**src/rtl/articolor_pkg.sv**
```systemverilog
// articolor_pkg
// Shared definitions for the artifact-colour controller:
//   - LUMA_W      : luma sample width
//   - ART_*       : encodings of the 2-bit artifact mode input
//   - state_t     : controller FSM states
//   - luma()      : (r + 2g + b) >> 2 computed in a 10-bit sum
package articolor_pkg;

  localparam int LUMA_W = 8;

  localparam logic [1:0] ART_OFF  = 2'd0;
  localparam logic [1:0] ART_ON   = 2'd1;
  localparam logic [1:0] ART_AUTO = 2'd2;

  typedef enum logic [1:0] {
    SYNC   = 2'd0,
    ACTIVE = 2'd1,
    LATCH  = 2'd2,
    HOLD   = 2'd3
  } state_t;

  // Luma approximation; the 10-bit sum cannot overflow (max 4*255).
  function automatic logic [LUMA_W-1:0] luma(input logic [7:0] r,
                                             input logic [7:0] g,
                                             input logic [7:0] b);
    logic [LUMA_W+1:0] sum;
    sum = {2'b00, r} + {1'b0, g, 1'b0} + {2'b00, b};
    return sum[LUMA_W+1:2];
  endfunction

endpackage

```
**src/rtl/articolor_detect.sv**
```systemverilog
// articolor_detect
// Looks for hi-res single-pixel luma patterns (a lone bright or dark pixel
// between two neighbours) in the active video stream.
//
// Ports:
//   clk, reset_n         : clock, synchronous active-low reset
//   ce_pix               : pixel enable; all sampling happens on ce_pix only
//   r_in, g_in, b_in     : 8-bit video samples
//   hbl_in, vbl_in       : blanking (active-high)
//   cand                 : registered candidate flag, updated on every ce_pix;
//                          it describes the sample taken on the previous ce_pix
//
// The window is the current sample (newest) plus the two previous active
// samples of the same line. It is valid once two samples are stored, so the
// first test happens on the third active sample after horizontal blanking.
module articolor_detect
  import articolor_pkg::*;
#(
  parameter int DELTA = 10
) (
  input  logic       clk,
  input  logic       reset_n,
  input  logic       ce_pix,
  input  logic [7:0] r_in,
  input  logic [7:0] g_in,
  input  logic [7:0] b_in,
  input  logic       hbl_in,
  input  logic       vbl_in,
  output logic       cand
);

  // 9-bit compare domain so that l + DELTA never wraps.
  localparam logic [LUMA_W:0] DELTA_EXT = (LUMA_W + 1)'(DELTA);

  logic [LUMA_W-1:0] l0;      // newest sample (current pixel)
  logic [LUMA_W-1:0] l1;      // middle sample (stored)
  logic [LUMA_W-1:0] l2;      // oldest sample (stored)
  logic [1:0]        fill;    // stored active samples since hbl, caps at 2
  logic              active;
  logic              valid;
  logic              is_peak;
  logic              is_valley;
  logic [LUMA_W:0]   e0, e1, e2;

  assign l0     = luma(r_in, g_in, b_in);
  assign active = ~hbl_in & ~vbl_in;
  assign valid  = (fill == 2'd2);

  assign e0 = {1'b0, l0};
  assign e1 = {1'b0, l1};
  assign e2 = {1'b0, l2};

  assign is_peak   = (e1 >= e0 + DELTA_EXT) && (e1 >= e2 + DELTA_EXT);
  assign is_valley = (e1 + DELTA_EXT <= e0) && (e1 + DELTA_EXT <= e2);

  always_ff @(posedge clk) begin
    if (!reset_n) begin
      l1   <= '0;
      l2   <= '0;
      fill <= 2'd0;
      cand <= 1'b0;
    end else if (ce_pix) begin
      cand <= active & valid & (is_peak | is_valley);
      if (hbl_in) begin
        // Patterns never straddle a line boundary.
        fill <= 2'd0;
      end else if (active) begin
        l1 <= l0;
        l2 <= l1;
        if (fill != 2'd2) fill <= fill + 2'd1;
      end
    end
  end

endmodule

```
**src/rtl/articolor_ctrl.sv**
```systemverilog
// articolor_ctrl
// Frame-synchronous controller for the artifact-colour post-processor.
// User settings are only taken at vertical-sync start so the post-processor
// never changes mid-frame. In auto mode, artifacting is enabled when the
// previous frame held enough single-pixel luma patterns (with hysteresis).
//
// Ports:
//   clk, reset_n              : clock, synchronous active-low reset
//   ce_pix                    : pixel enable
//   mode                      : 0 off, 1 on, 2 auto, 3 off
//   set_req, swap_req         : requested colour set / static phase swap
//   swap_alt                  : invert the swap every frame
//   r_in, g_in, b_in          : video samples
//   hbl_in, vbl_in, vs_in     : blanking and vertical sync, active-high
//   enable_out, colorset_out,
//   colorswap_out             : registered controls to the post-processor
//   frame_hits                : candidate count of the last completed frame
//   fsm_state                 : current controller state (debug/observability)
//
// Frame flow: SYNC (after reset, first partial frame ignored) -> HOLD on the
// first vsync edge; HOLD -> ACTIVE once vsync drops; ACTIVE counts candidates
// until the next vsync edge, then LATCH (one clk) updates the outputs and
// returns to HOLD.
module articolor_ctrl
  import articolor_pkg::*;
#(
  parameter int THRESH = 256,
  parameter int DELTA  = 10,
  parameter int CNT_W  = 16
) (
  input  logic             clk,
  input  logic             reset_n,
  input  logic             ce_pix,
  input  logic [1:0]       mode,
  input  logic             set_req,
  input  logic             swap_req,
  input  logic             swap_alt,
  input  logic [7:0]       r_in,
  input  logic [7:0]       g_in,
  input  logic [7:0]       b_in,
  input  logic             hbl_in,
  input  logic             vbl_in,
  input  logic             vs_in,
  output logic             enable_out,
  output logic             colorset_out,
  output logic             colorswap_out,
  output logic [CNT_W-1:0] frame_hits,
  output state_t           fsm_state
);

  localparam logic [31:0] THRESH_HI = 32'(THRESH);
  localparam logic [31:0] THRESH_LO = 32'(THRESH / 2);

  state_t           state;
  state_t           next_state;
  logic             vs_d;
  logic             vs_edge;
  logic             cand;
  logic [CNT_W-1:0] hits;
  logic [31:0]      hits_ext;
  logic             count_en;
  logic             clear_hits;
  logic             latch_en;
  logic             en_next;

  articolor_detect #(
    .DELTA(DELTA)
  ) u_detect (
    .clk    (clk),
    .reset_n(reset_n),
    .ce_pix (ce_pix),
    .r_in   (r_in),
    .g_in   (g_in),
    .b_in   (b_in),
    .hbl_in (hbl_in),
    .vbl_in (vbl_in),
    .cand   (cand)
  );

  assign fsm_state = state;

  // Vertical-sync edge, sampled in the pixel domain.
  always_ff @(posedge clk) begin
    if (!reset_n) vs_d <= 1'b0;
    else if (ce_pix) vs_d <= vs_in;
  end

  assign vs_edge = ce_pix & vs_in & ~vs_d;

  // FSM: state register
  always_ff @(posedge clk) begin
    if (!reset_n) state <= SYNC;
    else state <= next_state;
  end

  // FSM: next-state logic
  always_comb begin
    next_state = state;
    case (state)
      SYNC:    if (vs_edge) next_state = HOLD;
      ACTIVE:  if (vs_edge) next_state = LATCH;
      LATCH:   next_state = HOLD;
      HOLD:    if (ce_pix && !vs_in) next_state = ACTIVE;
      default: next_state = SYNC;
    endcase
  end

  // FSM: outputs. A candidate arriving with the vsync edge belongs to no
  // frame and is dropped.
  always_comb begin
    count_en   = 1'b0;
    clear_hits = 1'b0;
    latch_en   = 1'b0;
    case (state)
      SYNC:    clear_hits = 1'b1;
      ACTIVE:  count_en   = ce_pix & cand & ~vs_edge;
      LATCH: begin
        latch_en   = 1'b1;
        clear_hits = 1'b1;
      end
      default: ;
    endcase
  end

  // Saturating per-frame candidate counter.
  always_ff @(posedge clk) begin
    if (!reset_n) begin
      hits <= '0;
    end else if (clear_hits) begin
      hits <= '0;
    end else if (count_en && (hits != {CNT_W{1'b1}})) begin
      hits <= hits + 1'b1;
    end
  end

  assign hits_ext = 32'(hits);

  // Enable decision; auto mode holds its value inside the hysteresis band.
  always_comb begin
    en_next = 1'b0;
    case (mode)
      ART_ON:  en_next = 1'b1;
      ART_AUTO: begin
        if (hits_ext >= THRESH_HI)     en_next = 1'b1;
        else if (hits_ext < THRESH_LO) en_next = 1'b0;
        else                           en_next = enable_out;
      end
      ART_OFF: en_next = 1'b0;
      default: en_next = 1'b0;
    endcase
  end

  always_ff @(posedge clk) begin
    if (!reset_n) begin
      enable_out    <= 1'b0;
      colorset_out  <= 1'b0;
      colorswap_out <= 1'b0;
      frame_hits    <= '0;
    end else if (latch_en) begin
      enable_out    <= en_next;
      colorset_out  <= set_req;
      colorswap_out <= swap_alt ? ~colorswap_out : swap_req;
      frame_hits    <= hits;
    end
  end

endmodule

```
**config.mk**
```make
export PLATFORM = sky130hd
export DESIGN_NAME = articolor_ctrl
export DESIGN_NICKNAME = d
export VERILOG_FILES = /design/src/rtl/articolor_pkg.sv /design/src/rtl/articolor_detect.sv /design/src/rtl/articolor_ctrl.sv
export SDC_FILE = /design/constraint.sdc
export NUM_CORES = 1
export LEC_CHECK = 0
export ABC_AREA = 1
export BUFFER_PORTS_ARGS = -buffer_cell sky130_fd_sc_hd__clkbuf_2
export CAP_MARGIN = 20
export CORE_UTILIZATION = 58
export DETAILED_ROUTE_END_ITERATION = 7
export PLACE_DENSITY = 0.8
export SYNTH_ARGS = -nofsm -noshare
export SYNTH_HDL_FRONTEND = slang
export SYNTH_SLANG_ARGS = --single-unit
```
**constraint.sdc**
```tcl
create_clock -name clk -period 3.9 [get_ports clk]
set_input_delay 0.585 -clock clk [delete_from_list [all_inputs] [get_ports clk]]
set_output_delay 0.585 -clock clk [all_outputs]
set_load 0.005 [all_outputs]
```
# Yosys cells after proc, flatten, opt, wreduce, memory -nomap -nowiden
# Cells that the tools add are included.
[totals]
reg_bits = 57
in_bits = 35
output_inout_bits = 21
wordCells = 78
[classes]
add_sub_neg = 7
n_lt_le_gt_ge = 6
eq_ne = 12
n_mux = 14
bitwise_logic = 14
reduce_logical = 14
[op_table]
columns = ["operator", "n"]
rows = [
  ["8-bit by 4-bit adder with 9-bit output, second input constant", 3],
  ["8-bit by 9-bit >= comparator with 1-bit output", 2],
  ["9-bit by 8-bit <= comparator with 1-bit output", 2],
  ["16-bit by 1-bit adder with 16-bit output, second input constant", 1],
  ["16-bit by 9-bit >= comparator with 1-bit output, second input constant", 1],
  ["16-bit by 8-bit less-than comparator with 1-bit output, second input constant", 1],
  ["16-bit inequality test, second input constant", 1],
  ["2-bit two-way mux", 6],
  ["10-bit by 8-bit adder with 10-bit output", 1],
  ["8-bit by 9-bit adder with 10-bit output", 1],
  ["3-bit AND reduction", 3],
  ["2-bit equality test, second input constant", 4],
  ["2-bit inequality test, second input constant", 4],
  ["2-bit case mux with 4 select lines", 1],
  ["1-bit bitwise AND", 7],
  ["1-bit two-way mux", 6],
  ["1-bit inverter", 6],
  ["2-bit by 1-bit equality test with 1-bit output, second input constant", 2],
  ["1-bit logical AND", 4],
  ["2-bit nonzero test", 2],
  ["2-bit OR reduction", 2],
  ["3-bit inequality test, second input constant", 1],
  ["2-bit by 1-bit adder with 2-bit output, second input constant", 1],
  ["2-bit logical NOT", 1],
  ["4 further kinds", 4],
]

# Depth between registers and ports, before layout
[logic_depth]
depth_word = 7
depth_mapped = 30
depth_no_buf = 30

# Modules after synthesis
# A second synthesis with hierarchy kept.
[hier_totals]
hier_cells = 606
area_unflattened_um2 = 4192.8
[modules_own_cells]
columns = ["module", "instances", "cells_per_inst", "area_per_inst_um2"]
rows = [
  ["articolor_detect", 1, 335, 2311.0],
  ["articolor_ctrl", 1, 271, 1881.8],
]

# Least setup slack after synthesis
# No wires, ideal clock.
[synth_timing]
kind = "input to register"
from = "input port r_in[1]"
to = "register u_detect.cand"
arrival_ps = 3252
t_required_ps = 3768
path_slack_ps = 516
stages = 24
n_path_buf = 0
path_cell_list = "inv_1 fa_1 nor2_1 fa_1 nand2_1 nand2_1 xnor2_2 nand2_1 xor2_1 ha_1 nand2_1 inv_1 nand3_1 nand3_1 nand2_1 nand2_1 nand2_1 nand2_1 nand2_1 inv_1 nand2_1 nand2_1 nand2_1 a21oi_1"
[synth_via]
elab_chain_len = 7
word_cells_on_any_way = 9
classes_between = "3 x add/sub; 2 x order compare; 2 x bitwise; 2 x reduce/logical"
[synth_lines]
columns = ["item", "line", "rtl"]
rows = [
  ["start, declared", "articolor_ctrl.sv:38", "input logic [7:0] r_in,"],
  ["8-bit by 9-bit adder with 10-bit output (*)", "articolor_pkg.sv:27", "sum = {2'b00, r} + {1'b0, g, 1'b0} + {2'b00, b};"],
  ["10-bit by 8-bit adder with 10-bit output (*)", "articolor_pkg.sv:27", ""],
  ["8-bit by 4-bit adder with 9-bit output", "articolor_detect.sv:53", "assign is_peak = (e1 >= e0 + DELTA_EXT) && (e1 >= e2 + DELTA_EXT);"],
  ["8-bit by 9-bit >= comparator with 1-bit output", "articolor_detect.sv:53", ""],
  ["1-bit logical AND", "articolor_detect.sv:53", ""],
  ["1-bit OR (*)", "articolor_detect.sv:63", "cand <= active & valid & (is_peak | is_valley);"],
  ["1-bit bitwise AND (*)", "articolor_detect.sv:63", ""],
  ["end signal, assigned", "articolor_detect.sv:63", ""],
  ["end, declared", "articolor_detect.sv:29", "output logic cand"],
]
# Mark *: on every way between the ends. The rest lies on a longest branch, timed or not.
# A chain may end at the register's enable or synchronous reset.

# Final worst setup path
# Ends and elaborated chain as after synthesis.

==> flow_summary.yaml <==
min_path:
  min_from: "enable_out$_SDFFE_PN0P_"
  min_path_type: "register to register"
pwr:
  pwr_density_cell_nw_per_um2: 404
  ir_drop_mv: 0.230
  p_total_mw: 1.88
  power.leakage_nw: 2.29
grt:
  grt_usage_pct: 27.3
  overflow: 0
  grt_pass1_vias: 3724
  grt_pass1_wl_um: 15900
  antenna_found_initial: 0
  grt_max_degree: 35
final_layout:
  area_growth_pct: 14.4
  multi_input_area_um2: 2510
  nets: 728
  final_cell_area_um2: 4650
  fillers: 587
  num_antenna_cells: 0
  regArea_um2: 1140
  layout-drive-gt1-share_pct: 12.4
  finalNonFillerCells: 741
logic_synthesis:
  synth-edff-count: 0
  synth-async-reset-ratio_pct: 0
  yosys_warnings: 0
  ys_seq_elements: 57
  synth_area_um2: 4070
  seq_area_frac_synth_pct: 28.1
  yosysTopAreaCellShare_pct: 28.1
  synth_fp_nets: 671
  syn_inst: 583
  ys.flop_type: "dfxtp_1"
  syn_area_per_cell_um2: 6.98
  synth_top_cells_by_count: "117 x nand2_1, 98 x inv_1, 58 x a21oi_1, 57 x dfxtp_1"
  synth_cell_types: 31
  yosysMostFrequentCell: "nand2_1"
  synth_top_cell_by_area: "dfxtp_1"
  synth_area_leaders: "dfxtp_1 28%, ha_1 14%, nand2_1 11%"
critical_path:
  crit_top_cell: "nand2_1"
  crit_path_end_kind: "register"
  worstSetupStartpointType: "input pin"
  critPathRequiredTime_ns: 4.11
  regToRegStartpoint: "u_detect.l1[1]$_SDFFE_PN0P_"
  critPathKind: "input pin to register"
  setup.worst_path.start: "r_in[1]"
  slowest_delay_ns: 0.52
  crit_slowest_cell: "fa_1"
  arrival_ns: 3.66
  crit_fanout: 5
run:
  maxCapViolations: 0
sta:
  final.setup.tns_ns: 0
  finalMaxSlewViolations: 0
  worst_pin_slew_ns: 0.613
  hold_ws_ns: 0.470
  fin_crit_sh_pct: 88.3
  rsz0062_at_grt: "no"
  finalHoldViolCount: 0
  relSlewSlack_pct: 59.1
  fin_skew_ns: 0.00998
  max_freq_mhz: 290
  finalSetupViolations: 0
  finalCriticalPeriod_ns: 3.45
status:
  status: "completed"
clocking:
  ctsRootBufferMaster: "clkbuf_8"
  cts_resized: 0
  cts_max_path_buffers: 2
  cts.sinks: 57
  holdBufCountCts: 0
  cts_setup_buffers: 0
  path_clk_slew_ns: 0.07
  cts-buffers-inserted: 9
  clkLatencyLatePin_ns: 0.34
  h-tree-depth: 3
  cts_tree: "done"
floorplan:
  io-pin-count: 56
  die-area_um2: 7350
  coreArea_um2: 6790
  rows: 30
  dieWidth_um: 85.7
  fp.dieH_um: 85.7
  start_util_pct: 59.9
routing:
  drt_iter0_drc: 237
  routedWlPerCell_um: 12.6
  routed_wirelength_um: 9350
  vias_per_cell: 5.26
  drc: 0
  drtAntennaViolNets: 0
  first_pass_iters: 4
  vias: 3896
placed_design:
  dpl_cell_area_um2: 4430
  dp_cells: 725
  io_buffer_count: 55
  dpl.hpwl_um: 7240
  gp_congestion: 0.850
-- power by group --
part | leakage, nW | internal [mW] | switching [mW]
clock | 0.113 | 0.376 | 0.251
combinational | 1.72 | 0.238 | 0.381
sequential | 0.464 | 0.608 | 0.0229
-- area by class of cell --
class                      count  area share, %
tap                           96           2.58
timing repair buffer          58           6.40
multi-input combinational    416           53.9
clock inverter                 5           1.69
clock buffer                  11           3.04
inverter                      98           7.91
sequential                    57           24.5
-- registers in the layout, indices dropped and copies added (netlist names) --
signal	flops
hits	16
u_detect.l2	8
u_detect.cand	1
frame_hits	16
colorswap_out	1
u_detect.fill	2
vs_d	1
colorset_out	1
u_detect.l1	8
fsm_state	2
enable_out	1
-- per-stage QoR --
step / utilization, % / setup slack [ns]
after CTS: 68.5 / 0.484
final: 68.5 / 0.454
after floorplan: - / 0.516
after global routing: 68.5 / 0.0956
after detailed placement: 65.2 / 0.132
after global placement: 65.2 / 0.253
-- metal layers --
| layer | track usage, % | vias to the layer above | wire [µm] |
|---|---|---|---|
| li1 | - | 2013 | - |
| met2 | 48.4 | 122 | 4500 |
| met3 | 5.39 | 12 | 610 |
| met4 | 8.18 | 0 | 119 |
| met1 | 33.6 | 1749 | 4120 |
| met5 | 0 | - | 0 |
-- path summary, 6_finish.rpt --
check                               endpoint  slack (ns)  depth (start not counted)
hold reg to reg      enable_out$_SDFFE_PN0P_        0.47                          2
setup reg to reg  u_detect.cand$_SDFFE_PN0P_        1.36                         18
setup / recovery  u_detect.cand$_SDFFE_PN0P_        0.45                         25
hold / removal       enable_out$_SDFFE_PN0P_        0.47                          2
-- cell usage in the layout, fill, tap and decap left out, drive strengths merged, types with 13 or more instances in the layout --
master  synthesis  layout
nand2         119     119
nor2           48      48
ha             45      45
nor3           16      16
clkbuf         11      66
xor2           17      17
inv            98      98
dfxtp          57      57
o21ai          47      47
nand4          13      13
nand3          25      25
a21oi          58      58
-- kinds of logic (layout without fill, tap and decap cells) --
kind of cell | Yosys count | after routing | share of synthesized area, %
fa+ha+maj | 53 | 53 | 17.8
xor+xnor | 19 | 19 | 4.28
buf+inv | 110 | 172 | 10.3
compound gates | 119 | 119 | 15.5
simple gates | 225 | 225 | 24.0
flops | 57 | 57 | 28.1
-- worst max-delay path: cells and delay by family --
| family | cells | cell delay, ns |
|---|---|---|
| buffers and inverters | 4 | 0.22 |
| adder cells (fa/ha/maj) | 3 | 1.24 |
| AND/OR/NAND/NOR | 15 | 1.12 |
| AO/OA/AOI/OAI | 1 | 0.05 |
| XOR/XNOR | 2 | 0.42 |
Note: power is estimated with default switching activity, not from simulation.
